[src/rtl/div_ctrl.sv]
// -----------------------------------------------------------------------------
// div_ctrl -- EX-stage sequencer in front of the iterative divider.
//
// Accepts a DIV/DIVU/REM/REMU from EX and latches its operands. It then either
// resolves the result locally or hands the operands to the divider. Local
// resolution covers divide-by-zero, signed overflow, and a hit in the
// last-result companion cache. EX is stalled until a result exists. The result
// is then presented for exactly one cycle.
//
// Ports
//   clk, rst_n          clock, synchronous active-low reset
//   pipe_flush          kill any in-flight op (active-high)
//   ex_div_valid        EX holds a div-class op (held high while stalled)
//   ex_funct3           100 DIV, 101 DIVU, 110 REM, 111 REMU
//   ex_rs1/ex_rs2/ex_rd dividend, divisor, destination register
//   ex_div_stall        freeze IF/ID/EX
//   div_req             run request to the divider
//   div_sign            signed operation
//   div_dividend/div_divisor   latched operands
//   div_res_sel         1 = remainder, 0 = quotient
//   div_done/div_res    divider result strobe and value
//   res_valid/res_rd/res_data  one-cycle writeback
// -----------------------------------------------------------------------------
module div_ctrl #(
   parameter int XLEN     = 32,
   parameter int CACHE_EN = 1
) (
   input  logic            clk,
   input  logic            rst_n,
   input  logic            pipe_flush,
   input  logic            ex_div_valid,
   input  logic [2:0]      ex_funct3,
   input  logic [XLEN-1:0] ex_rs1,
   input  logic [XLEN-1:0] ex_rs2,
   input  logic [4:0]      ex_rd,
   output logic            ex_div_stall,
   output logic            div_req,
   output logic            div_sign,
   output logic [XLEN-1:0] div_dividend,
   output logic [XLEN-1:0] div_divisor,
   output logic            div_res_sel,
   input  logic            div_done,
   input  logic [XLEN-1:0] div_res,
   output logic            res_valid,
   output logic [4:0]      res_rd,
   output logic [XLEN-1:0] res_data
);

   typedef enum logic [1:0] {IDLE, RUN, DONE} state_e;

   localparam logic [XLEN-1:0] INT_MIN  = {1'b1, {(XLEN-1){1'b0}}};
   localparam logic            CACHE_ON = (CACHE_EN != 0);

   state_e          state_q, state_d;

   // Latched operation
   logic [XLEN-1:0] rs1_q, rs2_q, res_q;
   logic [4:0]      rd_q;
   logic            sign_q, sel_q;
   logic            ran_q;          // current DONE was reached through the divider

   // Last-result companion cache
   logic            c_valid;
   logic [XLEN-1:0] c_rs1, c_rs2, c_quo, c_rem;
   logic            c_sign;

   logic            ex_sign, ex_sel, div_zero, overflow, cache_hit, fast_path;
   logic            accept, capture, fill;
   logic [XLEN-1:0] fast_res;
   logic            unused_f3;

   // funct3[2] is always set for div-class ops; only bits [1:0] select behaviour.
   assign unused_f3 = ex_funct3[2];
   assign ex_sign   = ~ex_funct3[0];
   assign ex_sel    = ex_funct3[1];

   assign div_zero  = (ex_rs2 == '0);
   assign overflow  = ex_sign && (ex_rs1 == INT_MIN) && (ex_rs2 == '1);
   assign cache_hit = CACHE_ON && c_valid && (c_rs1 == ex_rs1) &&
                      (c_rs2 == ex_rs2) && (c_sign == ex_sign);
   assign fast_path = div_zero || overflow || cache_hit;

   // Result of any op that does not need the divider; priority matters because
   // a zero divisor never reaches the overflow or cache checks.
   always_comb begin
      // NOTE: every always_comb output gets a default first so no latch is inferred.
      fast_res = '0;
      if (div_zero)       fast_res = ex_sel ? ex_rs1 : '1;
      else if (overflow)  fast_res = ex_sel ? '0 : INT_MIN;
      else if (cache_hit) fast_res = ex_sel ? c_rem : c_quo;
   end

   // Next-state logic
   always_comb begin
      state_d = state_q;
      accept  = 1'b0;
      case (state_q)
         IDLE: begin
            if (ex_div_valid && !pipe_flush) begin
               accept  = 1'b1;
               state_d = fast_path ? DONE : RUN;
            end
         end
         RUN: begin
            if (pipe_flush)    state_d = IDLE;
            else if (div_done) state_d = DONE;
         end
         DONE:    state_d = IDLE;
         default: state_d = IDLE;
      endcase
   end

   // NOTE: sequential state uses non-blocking assignments so every flop samples pre-edge values.
   always_ff @(posedge clk) begin
      if (!rst_n) state_q <= IDLE;
      else        state_q <= state_d;
   end

   assign capture = (state_q == RUN) && !pipe_flush && div_done;
   // A flushed DONE may still fill: the stored pair is architecturally correct.
   assign fill    = (state_q == DONE) && ran_q;

   always_ff @(posedge clk) begin
      if (!rst_n) begin
         rs1_q   <= '0;
         rs2_q   <= '0;
         rd_q    <= '0;
         sign_q  <= 1'b0;
         sel_q   <= 1'b0;
         res_q   <= '0;
         ran_q   <= 1'b0;
         c_valid <= 1'b0;
      end else begin
         if (accept) begin
            rs1_q  <= ex_rs1;
            rs2_q  <= ex_rs2;
            rd_q   <= ex_rd;
            sign_q <= ex_sign;
            sel_q  <= ex_sel;
            res_q  <= fast_res;
            ran_q  <= 1'b0;
         end
         if (capture) begin
            res_q <= div_res;
            ran_q <= 1'b1;
         end
         if (fill) c_valid <= CACHE_ON;
      end
   end

   // NOTE: cache payload has no reset; c_valid alone guards it, saving reset fan-out.
   // In DONE after a divider run, div_res carries the companion (~sel) value.
   always_ff @(posedge clk) begin
      if (fill) begin
         c_rs1  <= rs1_q;
         c_rs2  <= rs2_q;
         c_sign <= sign_q;
         c_quo  <= sel_q ? div_res : res_q;
         c_rem  <= sel_q ? res_q   : div_res;
      end
   end

   assign ex_div_stall = ex_div_valid && (state_q != DONE);
   assign div_req      = (state_q == RUN) && !pipe_flush;
   assign div_sign     = sign_q;
   assign div_dividend = rs1_q;
   assign div_divisor  = rs2_q;
   assign div_res_sel  = fill ? ~sel_q : sel_q;
   assign res_valid    = (state_q == DONE) && !pipe_flush;
   assign res_rd       = rd_q;
   assign res_data     = res_q;

   // EX must hold its instruction for the whole divider run unless flushed.
   a_valid_held_in_run: assert property (@(posedge clk) disable iff (!rst_n)
      (state_q == RUN && !pipe_flush) |-> ex_div_valid);

endmodule

[config.mk]
export PLATFORM = sky130hd
export DESIGN_NAME = div_ctrl
export DESIGN_NICKNAME = d
export VERILOG_FILES = /design/src/rtl/div_ctrl.sv
export SDC_FILE = /design/constraint.sdc
export NUM_CORES = 1
export LEC_CHECK = 0
export ABC_AREA = 1
export CAP_MARGIN = 40
export CORE_MARGIN = 4
export CORE_UTILIZATION = 57
export CTS_CLUSTER_SIZE = 20
export DETAILED_ROUTE_END_ITERATION = 12
export PLACE_DENSITY = 0.85
export SETUP_SLACK_MARGIN = 0.15
export SLEW_MARGIN = 20
export SYNTH_ARGS = -nofsm -noshare
export SYNTH_HDL_FRONTEND = slang
export SYNTH_SLANG_ARGS = --single-unit
[constraint.sdc]
create_clock -name clk -period 10.5 [get_ports clk]
set_input_delay 1.05 -clock clk [delete_from_list [all_inputs] [get_ports clk]]
set_output_delay 1.05 -clock clk [all_outputs]
set_load 0.02 [all_outputs]
==> flow_summary.toml <==
[status]
status = "complete, no violations"

[worst_setup_path]
crit_required_ns = 9.45
startpoint_type = "input port"
rr_startpoint = "state_q[1]"
critical_path.startpoint = "pipe_flush"
path_class = "input port to output pin"
arrival_ns = 2.54
cp-end-kind = "output pin"
critPathMaxFanout = 4

[cts]
cts_buffers = 25
tritoncts = "yes"
cts-root-buf = "clkbuf_16"
cts_setup_buffers = 0
post_cts_resize_count = 0
clkSinkCount = 236
htreeDepth = 1
clk_pin_slew_ns = 0.06
cts.path.max_buffers = 3
clock_latency_ns = 0.52
cts_hold_buf = 0

[sta]
slew_headroom_pct = 42.9
whs_ns = 0.452
period_minus_slack_ns = 3.59
setup-violations-final = 0
worstMarginPinSlew_ns = 0.854
fin_crit_sh_pct = 34.2
hold_viol_final = 0
fin_setup_tns_ns = 0
timing.fmax_ghz = 0.279
worst_slack_ns = 6.91
finClkSkew_ns = 0.0203
rsz0062_at_grt = "false"
slew_viol_final = 0

[power_and_ir_drop]
ir_worst_vdd_mv = 0.125
p_leak_nw = 6.38
power-per-cell-area_nw_per_um2 = 147

[synthesis]
yosysMostFrequentCell = "nand2_1"
yosys_most_used_dff = "edfxtp_1"
synth-async-reset-ratio_pct = 0
syn_nets = 1573
synth_commonest_cells = "447 x nand2_1, 147 x inv_1, 129 x edfxtp_1, 110 x o21ai_0, 107 x dfxtp_1"
yosysTopAreaCellShare_pct = 33.1
synth_top_area_cell = "edfxtp_1"
netlist_instances = 1464
synth-seq-area-share_pct = 51.4
synth_seq_cells = 236
ys_warn_count = 0
synth.area.top_cells = "edfxtp_1 33%, dfxtp_1 18%, nand2_1 14%"
synth_cell_types = 38
synth_area_sq_um = 11700
synth_edf_count = 129
syn_avg_cell_area_sq_um = 7.99

[grt]
grt-ovfl-total = 0
antenna_found_initial = 0
grt_pass1_wl_microns = 51700
grt_pass1_vias = 10200
track_usage_pct = 28.5
grt_max_degree = 85

[routing]
vias = 10600
avgViaCountPerCell = 5.47
drtIter0Drc = 809
dr.pass1.iters = 5
routed_wl_microns = 33200
routedWlPerCell_microns = 17.2
drc = 0
antenna_left = 0

[placement]
placed_area_sq_um = 14000
place_congestion = 0.874
pre_cts_ws_ns = 6.60
post-dp-hpwl_microns = 21800
portBuffers = 213

[final_layout]
final_area_sq_um = 14800
drive_gt1_share_pct = 11.1
area_growth_pct = 26.6
diodes = 0
final_nets = 1755

[die]
die_w_microns = 151
pin_count = 215
initial_core_util_pct = 57.8
num_rows = 52
fp.coreArea_sq_um = 20200
die-area_sq_um = 22900
die_h_microns = 151

[hold_path]
worstHoldPathType = "register to register"
worstHoldStart = "div_dividend[0]"

[run]
maxCapViolations = 0
[final cells by class]
class	instances	area, sq um
well taps	270	338
inverters	205	773
clock buffers	40	762
flip-flops and latches	236	6020
repair buffers	228	2320
clock inverters	5	52.6
multi-input cells	950	4550
fillers	1485	5420
[cells in the final DEF, fill, tap and decap left out, types with 55 or more instances in the layout]
cell type,n
inv_1,146
dfxtp_1,106
inv_2,55
clkdlybuf4s50_1,212
edfxtp_1,129
nor2_1,70
o21ai_0,110
o21ai_1,90
a21oi_1,71
nand2_1,447
[power by group]
group          internal (W)  total, W  switching [W]
Clock              0.000519  0.000871       0.000352
Combinational      0.000117  0.000282       0.000164
Sequential         0.000999   0.00102      0.0000189
Total               0.00164   0.00217       0.000535
[sequential cells by signal, summed over array words and instances (netlist names), 2 cells and up]
| name | flops |
|---|---|
| c_rs1 | 32 |
| c_rem | 32 |
| res_rd | 5 |
| state_q | 2 |
| c_quo | 32 |
| res_data | 32 |
| div_dividend | 32 |
| c_rs2 | 32 |
| div_divisor | 32 |
[routing by layer]
| metal | share of wire [%] | wire length [microns] | global-route usage (%) |
|---|---|---|---|
| met3 | 12 | 3830 | 7.69 |
| met4 | 2.4 | 811 | 8.52 |
| met1 | 38 | 12500 | 35.2 |
| met5 | 0 | 0 | 0 |
| met2 | 49 | 16100 | 48.8 |
[path summary, 6_finish.rpt]
path                             endpoint  depth (start not counted)  slack [ns]
worst max-delay path              div_req                          3        6.91
worst max register to register  c_rs2[13]                          5        7.98
worst min-delay path             c_rs1[0]                          0        0.45
worst min register to register   c_rs1[0]                          0        0.45
[cell families (layout without fill, tap and decap cells)]
| group | Yosys count | in the layout | synth area share, % |
|---|---|---|---|
| DFF | 236 | 236 | 51.4 |
| AOI/OAI and AO/OA | 334 | 334 | 16.8 |
| muxes | 1 | 1 | 0.0856 |
| buffers and inverters | 278 | 478 | 9.67 |
| xor gates and xnor gates | 9 | 9 | 0.674 |
| and+or+nand+nor | 606 | 606 | 21.3 |
[critical path, stage by stage]
cell,delay [ns]
clkdlybuf4s50_1,0.51
nor3_2,0.27
clkdlybuf4s50_1,0.70
[per-stage QoR]
step / power [W] / utilization, % / std cells
finish: 0.00217 / 73.2 / 1934
global route: 0.00224 / 73.2 / 1934
CTS: 0.00218 / 73.0 / 1932
detailed placement: 0.00131 / 69.0 / 1887
global placement: 0.00130 / 68.6 / 1884
floorplan: 0.00118 / - / 1464
No activity file was read; power rests on OpenSTA's default activity.
